**src/rtl/vector_sub_unit.sv**
```systemverilog
// ---------------------------------------------------------------------------
// vector_sub_unit
//
// Iterative SIMD subtractor. It computes a - b element-wise over LANES packed
// elements and handles one lane per clock. Operands arrive on a valid/ready
// handshake and results leave on one. Each lane can wrap or saturate. Each
// lane can be treated as unsigned or as signed two's-complement.
//
// Ports
//   clk         in   system clock, rising edge
//   rst_n       in   asynchronous active-low reset
//   in_valid    in   operand vector valid
//   in_ready    out  unit can accept operands (high only in IDLE)
//   a_vec       in   minuend, lane i at [i*WIDTH +: WIDTH]
//   b_vec       in   subtrahend, same packing
//   sat         in   1 = saturate, 0 = wrap
//   sgn         in   1 = signed lanes, 0 = unsigned lanes
//   out_valid   out  result vector valid (high only in DONE)
//   out_ready   in   consumer accepts the result
//   result_vec  out  packed differences
//   borrow_vec  out  per lane: unsigned a < b
//   ovf_vec     out  per lane: signed overflow of a - b
//   zero_vec    out  per lane: final lane result == 0
// ---------------------------------------------------------------------------
module vector_sub_unit #(
  parameter int WIDTH = 8,
  parameter int LANES = 4
) (
  input  logic                   clk,
  input  logic                   rst_n,
  input  logic                   in_valid,
  output logic                   in_ready,
  input  logic [LANES*WIDTH-1:0] a_vec,
  input  logic [LANES*WIDTH-1:0] b_vec,
  input  logic                   sat,
  input  logic                   sgn,
  output logic                   out_valid,
  input  logic                   out_ready,
  output logic [LANES*WIDTH-1:0] result_vec,
  output logic [LANES-1:0]       borrow_vec,
  output logic [LANES-1:0]       ovf_vec,
  output logic [LANES-1:0]       zero_vec
);

  // With a single lane the counter still needs one bit.
  localparam int IDXW = (LANES > 1) ? $clog2(LANES) : 1;
  localparam logic [IDXW-1:0]  LAST_IDX = IDXW'(LANES - 1);
  localparam logic [WIDTH-1:0] MAX_POS  = {1'b0, {(WIDTH-1){1'b1}}};
  localparam logic [WIDTH-1:0] MIN_NEG  = {1'b1, {(WIDTH-1){1'b0}}};

  typedef enum logic [1:0] {
    ST_IDLE = 2'd0,
    ST_CALC = 2'd1,
    ST_DONE = 2'd2
  } state_t;

  // One lane of the subtraction.
  // The result is packed as {zero, ovf, borrow, result}.
  // Borrow and overflow are always reported, whatever the sat/sgn mode.
  function automatic logic [WIDTH+2:0] lane_sub(
    input logic [WIDTH-1:0] a,
    input logic [WIDTH-1:0] b,
    input logic             sat_m,
    input logic             sgn_m
  );
    logic [WIDTH:0]   d;
    logic [WIDTH-1:0] res;
    logic             borrow;
    logic             ovf;
    logic             zero;
    // The extra top bit of the (WIDTH+1)-bit difference is the unsigned borrow.
    d      = {1'b0, a} - {1'b0, b};
    borrow = d[WIDTH];
    // Signed overflow: the operand signs differ and the result sign differs from a.
    ovf    = (a[WIDTH-1] ^ b[WIDTH-1]) & (d[WIDTH-1] ^ a[WIDTH-1]);
    if (!sat_m) begin
      res = d[WIDTH-1:0];
    end else if (!sgn_m) begin
      res = borrow ? {WIDTH{1'b0}} : d[WIDTH-1:0];
    end else if (ovf) begin
      res = a[WIDTH-1] ? MIN_NEG : MAX_POS;
    end else begin
      res = d[WIDTH-1:0];
    end
    zero = (res == {WIDTH{1'b0}});
    return {zero, ovf, borrow, res};
  endfunction

  state_t                 r_state;
  logic [IDXW-1:0]        r_idx;
  logic [LANES*WIDTH-1:0] r_a;
  logic [LANES*WIDTH-1:0] r_b;
  logic                   r_sat;
  logic                   r_sgn;
  logic                   r_in_ready;
  logic                   r_out_valid;
  logic [LANES*WIDTH-1:0] r_result;
  logic [LANES-1:0]       r_borrow;
  logic [LANES-1:0]       r_ovf;
  logic [LANES-1:0]       r_zero;

  logic [WIDTH-1:0]       w_a_lane;
  logic [WIDTH-1:0]       w_b_lane;
  logic [WIDTH+2:0]       w_lane;

  // Select the latched operand lane addressed by the lane counter and evaluate it.
  always_comb begin
    w_a_lane = r_a[r_idx*WIDTH +: WIDTH];
    w_b_lane = r_b[r_idx*WIDTH +: WIDTH];
    w_lane   = lane_sub(w_a_lane, w_b_lane, r_sat, r_sgn);
  end

  // Control FSM with its registered handshake outputs, operand latches and result registers.
  always_ff @(posedge clk or negedge rst_n) begin
    if (!rst_n) begin
      r_state     <= ST_IDLE;
      r_idx       <= {IDXW{1'b0}};
      r_a         <= {(LANES*WIDTH){1'b0}};
      r_b         <= {(LANES*WIDTH){1'b0}};
      r_sat       <= 1'b0;
      r_sgn       <= 1'b0;
      r_in_ready  <= 1'b1;
      r_out_valid <= 1'b0;
      r_result    <= {(LANES*WIDTH){1'b0}};
      r_borrow    <= {LANES{1'b0}};
      r_ovf       <= {LANES{1'b0}};
      r_zero      <= {LANES{1'b0}};
    end else begin
      case (r_state)
        ST_IDLE: begin
          // The previous results stay visible until a new vector is accepted.
          if (in_valid && r_in_ready) begin
            r_a        <= a_vec;
            r_b        <= b_vec;
            r_sat      <= sat;
            r_sgn      <= sgn;
            r_idx      <= {IDXW{1'b0}};
            r_result   <= {(LANES*WIDTH){1'b0}};
            r_borrow   <= {LANES{1'b0}};
            r_ovf      <= {LANES{1'b0}};
            r_zero     <= {LANES{1'b0}};
            r_in_ready <= 1'b0;
            r_state    <= ST_CALC;
          end
        end
        ST_CALC: begin
          r_result[r_idx*WIDTH +: WIDTH] <= w_lane[WIDTH-1:0];
          r_borrow[r_idx]                <= w_lane[WIDTH];
          r_ovf[r_idx]                   <= w_lane[WIDTH+1];
          r_zero[r_idx]                  <= w_lane[WIDTH+2];
          if (r_idx == LAST_IDX) begin
            r_out_valid <= 1'b1;
            r_state     <= ST_DONE;
          end else begin
            r_idx <= r_idx + IDXW'(1);
          end
        end
        ST_DONE: begin
          // Hold everything under backpressure. in_ready only rises once IDLE is
          // reached, so a new vector cannot be accepted on the release edge.
          if (out_ready) begin
            r_out_valid <= 1'b0;
            r_in_ready  <= 1'b1;
            r_state     <= ST_IDLE;
          end
        end
        default: begin
          r_out_valid <= 1'b0;
          r_in_ready  <= 1'b1;
          r_state     <= ST_IDLE;
        end
      endcase
    end
  end

  assign in_ready   = r_in_ready;
  assign out_valid  = r_out_valid;
  assign result_vec = r_result;
  assign borrow_vec = r_borrow;
  assign ovf_vec    = r_ovf;
  assign zero_vec   = r_zero;

endmodule
```
**config.mk**
```make
export PLATFORM = sky130hd
export DESIGN_NAME = vector_sub_unit
export DESIGN_NICKNAME = d
export VERILOG_FILES = /design/src/rtl/vector_sub_unit.sv
export SDC_FILE = /design/constraint.sdc
export NUM_CORES = 1
export LEC_CHECK = 0
export ABC_AREA = 1
export CORE_MARGIN = 4
export CORE_UTILIZATION = 35
export DETAILED_ROUTE_END_ITERATION = 8
export GPL_ROUTABILITY_DRIVEN = 0
export GPL_TIMING_DRIVEN = 1
export PLACE_DENSITY_LB_ADDON = 0.05
export SLEW_MARGIN = 30
export SYNTH_ARGS = -nofsm -noshare
export SYNTH_HDL_FRONTEND = slang
export SYNTH_SLANG_ARGS = --single-unit
```
**constraint.sdc**
```tcl
create_clock -name clk -period 5.4 [get_ports clk]
set_clock_uncertainty 0.15 [all_clocks]
set_input_delay 1.62 -clock clk [delete_from_list [all_inputs] [get_ports clk]]
set_output_delay 1.62 -clock clk [all_outputs]
set_load 0.01 [all_outputs]
```
==> results of run 1 <==
## area by class of cell
class | instances | share of cell area
Multi-Input combinational cell | 365 | 0.3169
Clock inverter | 10 | 0.02030
Clock buffer | 22 | 0.06307
Sequential cell | 116 | 0.3863
Inverter | 38 | 0.02064
Timing Repair Buffer | 120 | 0.1578
Tap cell | 211 | 0.03511
## cell families after synthesis
| logic type | share of synthesized area |
|---|---|
| buf+inv | 0.04810 |
| flops | 0.5242 |
| mux | 0.1321 |
| xor+xnor | 0.004743 |
| simple gates | 0.1581 |
| fa+ha+maj | 0.03433 |
| compound gates | 0.09847 |
## worst max path at each step
stage / start / endpoint / slack (ps) / cells after the start
5_1_grt: r_idx[0] / result_vec[13] / 1270 / 19
6_report: r_idx[0] / result_vec[10] / 1600 / 20
3_5_place_dp: in_valid / r_b[19] / 1550 / 4
4_1_cts: r_idx[0] / result_vec[13] / 1600 / 17
3_3_place_gp: in_valid / r_a[1] / 1600 / 4
2_1_floorplan: r_idx[1] / zero_vec[3] / 1930 / 22
## cell usage after synthesis, types with 3 or more instances
cell type,number
nand2_1,122
dfrtp_1,115
mux2_2,65
o21ai_0,40
inv_1,33
nor2_1,23
nand2_2,14
a21oi_1,13
nand3_1,13
ha_1,12
buf_2,11
o21ai_1,10
clkbuf_1,9
a22o_1,6
a32o_1,6
o22ai_1,6
nand3_2,5
nor2_2,5
nand4_1,4
a32oi_1,3
xor2_1,3
## registers in the layout, summed over array words and instances (netlist names)
signal and cells:
zero_vec 4, r_sat 1, r_sgn 1, r_idx 2, ovf_vec 4, out_valid 1
r_b 32, borrow_vec 4, result_vec 32, r_a 32, in_ready 1, r_state 2
## power breakdown
part | switching, mW | internal [mW]
Sequential | 0.221 | 1.25
Combinational | 1.86 | 1.19
Clock | 0.393 | 0.804
Total | 2.48 | 3.24
## tightest hold or removal path, cell delays in order, from the launching register on
cell and delay [ps]:
dfrtp_1 340, nand2_1 50, o21ai_1 60
## per-stage QoR
step	hold slack (ps)	worst slack, ps	total power, mW
after floorplan	323.9	1935	3.616
after global placement	319.9	1601	4.522
after detailed placement	328.5	1554	4.573
after CTS	341.7	1602	5.795
after global routing	357.0	1273	6.217
final	333.6	1601	5.719
## layer usage
layer | track usage | share of wire | vias up
met4 | 0.05257 | 0.017 | 0
li1 | - | - | 2071
met2 | 0.2908 | 0.50 | 112
met1 | 0.2102 | 0.43 | 2048
met5 | 0 | 0 | -
met3 | 0.04726 | 0.051 | 16
## cell usage in the layout (no fill, tap or decap), types with 6 or more instances in the layout
cell,netlist,final
a21oi_1,13,13
a22o_1,6,6
a32o_1,6,6
buf_4,1,6
clkbuf_16,0,17
clkdlybuf4s50_1,0,114
dfrtp_1,115,115
ha_1,12,12
inv_1,33,33
mux2_2,65,65
nand2_1,122,122
nand2_2,14,14
nand3_1,13,12
nor2_1,23,23
o21ai_0,40,40
o21ai_1,10,10
o22ai_1,6,6
==> summary.txt, run 1 <==
Flow run
  – Max cap viols: 0

Timing
  – RSZ-0062 raised after global routing: no
  – Max Clock Freq: 0.2632 GHz
  – Setup tns final: 0 ps
  – Max_slew headroom: 0.5400
  – Setup violators final: 0
  – Fin crit period: about 3800 ps
  – Final hold vios: 0
  – Final slew viol count: 0
  – Slew @ Worst Pin: roughly 690 ps
  – Fin crit share: 0.7036

Yosys
  – Yosys top cell by area: dfrtp_1
  – Register area share after synthesis: 0.5242
  – Yosys Warn Count: 0
  – Asr flop ratio synth: 1.000
  – Post-synth EDFFs: 0
  – Net Count, Synth: 626
  – Area contributors post-synth: dfrtp_1, mux2_2, nand2_1
  – Ys flop type: dfrtp_1
  – Post-synth top area share: 0.5194
  – Cell Area, Synth: about 5500 sq um
  – FF+latch count, synth: 116
  – Netlist cell types: 40
  – Avg Cell Area, Syn: approximately 10 sq um
  – Synth Instances: 542

Worst hold path
  – Hold worst-path end: result_vec[25]
  – Hold crit path type: reg2reg
  – Hold Crit Start: result_vec[25]
  – Worst Hold Depth: 2

Placement
  – Placed Cells: 850
  – Port bufs: about 120
  – DP HPWL: about 11000 um
  – DP Area: between 6000 and 7000 sq um

Clock tree
  – Reg clk slew, reported paths: 50 ps
  – Resized Gates After CTS: 0
  – Clock root buffer: clkbuf_16
  – CTS Buffer Depth: 2
  – Postcts setup bufs: 0
  – Clock sink total: 116
  – CTS tree: yes
  – CTS buffer count: 17
  – H-tree Lvls: 4
  – Worst-Skew Late Latency: approximately 420 ps
  – Number of hold buffers added after CTS: 0

Power
  – Pleak: 3.371 nW
  – Pwr dens: 760.7 nW/um^2
  – IR drop worst, VDD: approximately 410 uV

Cells and area
  – Area Growth Syn to Fin: 35.70%
  – Final instance area: around 7500 sq um
  – Fraction of layout cells with a size suffix above 1: 0.2057
  – Non-filler cells, final: 882
  – Register Area: about 2900 sq um
  – Final core occ: 0.4891
  – Multi-input gate area: 2382 sq um
  – # diodes: 0
  – Fill cell count: 1430
  – Nets: roughly 740

Detailed routing
  – First DRT Iteration DRCs: ~250
  – Routed WL: approximately 14000 um
  – DR pass1 iterations: 4
  – Residual DRC count: 0
  – Routed len/inst: between 15 and 20 um
  – Antenna-violating nets left: 0
  – DR vias: 4247
  – Via density: around 4.8

Worst setup path
  – Cells on worst reg2reg path: 20
  – Crit path DAT: 3990 ps
  – Critical path's top delay family: adder cells
  – Slowest stage delay, CP: about 550 ps
  – Cell mode on critical path: nand2_1
  – Highest-delay cell along the critical path: fa_1
  – Worst Path Required: 5590 ps
  – Crit end category: flip-flop
  – CP max FO: 36
  – CP bufs+invs: 4
  – Crit path kind: reg2reg
  – Reg2Reg Capture Point: result_vec[10]
  – Flop2flop setup slack: approximately 1600 ps
  – Startpoint Class: flip-flop
  – Critical R2R Launch: r_idx[0]
  – Worst-path cell chain: buf_4, inv_8, o21ai_0, o22ai_1, ha_1, nand2_1, nand2_1, nand2_1, nand3_1, a21oi_1, o21bai_1, fa_1, inv_1, nand4_2, nand2_2, inv_4, nand2_2, nor2_2, nand2_1, o21ai_1

Run status
  – Status: completed

GRT
  – Total track usage: 0.1703
  – Initial antenna violation count: 0
  – First-pass GRT wire length: about 24000 um
  – Number of global-route vias before repair: 4546
  – Largest net degree at the start of global routing: 54
  – Overflow after GRT: 0

Floorplanning
  – Die Y: between 100 and 150 um
  – Std-Cell Rows: 45
  – Ports: roughly 120
  – Starting Density: 0.3604
  – Die W: ~130 um
  – Core ar.: between 15000 and 20000 sq um
  – Die ar.: between 15000 and 20000 sq um
(Power assumes the default switching activity.)
==> run 2: changes to the inputs <==
==> constraint.sdc (replaced) <==
create_clock -name clk -period 3.5 [get_ports clk]
set_clock_uncertainty 0.15 [all_clocks]
set_input_delay 1.05 -clock clk [delete_from_list [all_inputs] [get_ports clk]]
set_output_delay 1.05 -clock clk [all_outputs]
set_load 0.01 [all_outputs]
==> run 2 against run 1 <==
The flow now finishes with violations (setup timing). Cell count grew 3.3%. Count of clock-buffer cells in the layout shrank 1. Design area grew 6.8%. Fmax grew 5.0%. Hold slack lost 2.3 ps. Flip-flop and latch count is the same. First-iteration DRC count shrank 37%. Routed wire length grew 2.6%. Global-route usage shrank 0.26 points. Sequential share of layout area shrank 2.5 points. Utilization grew 3.3 points. Critical path type unchanged. Highest routed layer unchanged.
==> summary.txt, run 2 (synthesized netlist as in run 1, its figures left out) <==
Run status
  – Status: finished, violations left
  – Failing checks: setup timing

Worst setup path
  – Reg2Reg Capture Point: result_vec[25]
  – Startpoint Class: flip-flop
  – CP Launch Point: r_idx[0]
  – Crit path kind: reg2reg
  – CP max FO: 7 (-81%)
  – Worst Path Required: 3690 ps (-1900 ps)
  – Crit path to: result_vec[25]
  – Crit end category: flip-flop
  – Cells on worst reg2reg path: 19 (-5.0%)
  – Flop2flop setup slack: -120 ps (-1720 ps)
  – Critical R2R Launch: r_idx[0]
  – Crit path DAT: 3810 ps (-180 ps)

Placement
  – Dpl ws: -166.7 ps (-1720 ps)
  – DP HPWL: 10750 um (-0.21%)
  – Port bufs: 115 (unchanged)

Cells and area
  – Area Growth Syn to Fin: 44.96%
  – Commonest non-fill, non-tap cells in the layout: dfrtp_1, clkdlybuf4s50_1, nand2_1
  – # diodes: 0 (unchanged)
  – Nets: 772 (+4.0%)
  – Fill cell count: 1364 (-4.6%)
  – Fraction of layout cells with a size suffix above 1: 0.3000 (+0.09434)

Timing
  – Fin crit share: 1.033 (+0.3299)
  – Max Clock Freq: 0.2765 GHz (+5.0%)
  – Final slew viol count: 0 (unchanged)
  – Max_slew headroom: 0.5140 (-0.02596)
  – Setup ws final: -116.9 ps (-1718 ps)
  – Final hold vios: 0 (unchanged)
  – Slew @ Worst Pin: 729.0 ps (+38.94 ps)
  – Setup violators final: 25 (+25)
  – RSZ-0062 raised after global routing: yes
  – Fin crit period: 3617 ps (-182.2 ps)

GRT
  – Largest net degree at the start of global routing: 57 (+5.6%)
  – Number of global-route vias before repair: 4480 (-1.5%)
  – Total track usage: 0.1677 (-0.002613)
  – Overflow after GRT: 0 (unchanged)
  – Initial antenna violation count: 0 (unchanged)
  – First-pass GRT wire length: 23400 um (-2.0%)

Detailed routing
  – Residual DRC count: 0 (unchanged)
  – DR pass1 iterations: 4 (unchanged)
  – Routed WL: 14850 um (+2.6%)
  – Antenna-violating nets left: 0 (unchanged)
  – First DRT Iteration DRCs: 160 (-37%)
  – Routed len/inst: 16.31 um (-0.67%)
  – DR vias: 4401 (+3.6%)
  – Via density: 4.831 (+0.33%)

Floorplanning
  – Std-Cell Rows: 45 (unchanged)
  – Core ar.: 15370 sq um (unchanged)
  – Die ar.: 17910 sq um (unchanged)
  – Starting Density: 0.3604 (unchanged)
  – Die Y: 133.8 um (unchanged)
  – Ports: 116 (unchanged)
  – Die W: 133.8 um (unchanged)

Clock tree
  – H-tree Lvls: 4 (unchanged)
  – Worst-Skew Late Latency: 420 ps (about the same)
  – CTS buffer count: 17 (unchanged)
  – Reg clk slew, reported paths: 50 ps (about the same)
  – CTS tree: yes
  – Clock root buffer: clkbuf_16
  – CTS Buffer Depth: 2 (unchanged)
  – Clock sink total: 116 (unchanged)

Flow run
  – Max cap viols: 0 (unchanged)

Worst hold path
  – Hold crit path type: reg2reg
-- run 2: cell count changes in the layout (fill, tap and decap cells not counted), sizes merged --
cell,delta
buf,+28
clkbuf,-1
bufinv,+1
clkinv,-1
inv,+2
-- run 2: layout make-up --
class	count	area, sq um	area share
multi-input combinational	365	2623	0.3265
timing repair inverter	2	17.52	0.002181
tap	211	264.0	0.03287
timing repair buffer	148	1445	0.1799
clock inverter	10	181.4	0.02259
inverter	38	155.1	0.01932
sequential	116	2905	0.3617
clock buffer	21	440.4	0.05484
-- run 2: how the worst min path moves through the flow --
stage / start / endpoint / slack (ps) / depth (start not counted)
2_1_floorplan: r_a[19] / r_a[19] / 320 / 1
5_1_grt: r_a[13] / r_a[13] / 360 / 1
4_1_cts: result_vec[2] / result_vec[2] / 340 / 2
6_report: result_vec[2] / result_vec[2] / 330 / 2
3_5_place_dp: result_vec[2] / result_vec[2] / 330 / 2
3_3_place_gp: result_vec[15] / result_vec[15] / 330 / 2
-- run 2: critical path, stage by stage, from the launching register on --
cell and delay (ps):
dfrtp_2 530, buf_6 170, nand2_2 40, a32o_2 280, ha_4 260, nand2_2 70
inv_2 40, nand4_1 110, nand3_2 100, a21oi_2 170, o21bai_2 90, fa_1 610
inv_2 80, nand2_4 80, nand4_4 170, nand2_2 140, nand2_4 70, nor2_4 140
nand2_2 90, o21ai_2 130
-- run 2: per-stage QoR --
stage	hold slack, ps	util	cells	area, sq um	setup TNS (ps)
2_1_floorplan	323.9	-	542	5540	0
3_3_place_gp	326.0	0.4588	868	7052	-117.1
3_5_place_dp	325.2	0.4588	868	7052	-2573
4_1_cts	338.5	0.5070	907	7792	-2.219
5_1_grt	359.2	0.5225	911	8031	-7907
6_report	331.3	0.5225	911	8031	-1690
-- run 2: what timing repair did --
| action | 4_1_cts | 5_1_grt |
|---|---|---|
| pin swaps | 2 | 24 |
| endpoints found under the setup margin | 31 | 39 |
| hold buffers | 0 | 0 |
| endpoints found under the hold margin | 0 | 0 |
| resized for setup | 15 | 62 |
| setup buffers | 6 | 3 |
| gates cloned | 2 | 1 |
-- run 2: routing by layer --
layer  GRT usage  share of wire  vias to the layer above
li1            -              -                     2133
met1      0.2133           0.43                     2125
met2      0.2762           0.49                      123
met3     0.04426          0.055                       20
met4     0.06114          0.018                        0
met5           0              0                        -
Power of run 2 is left out: the tool's default activity adds up to more than one toggle a clock period on the data nets, which glitch-free logic cannot reach.
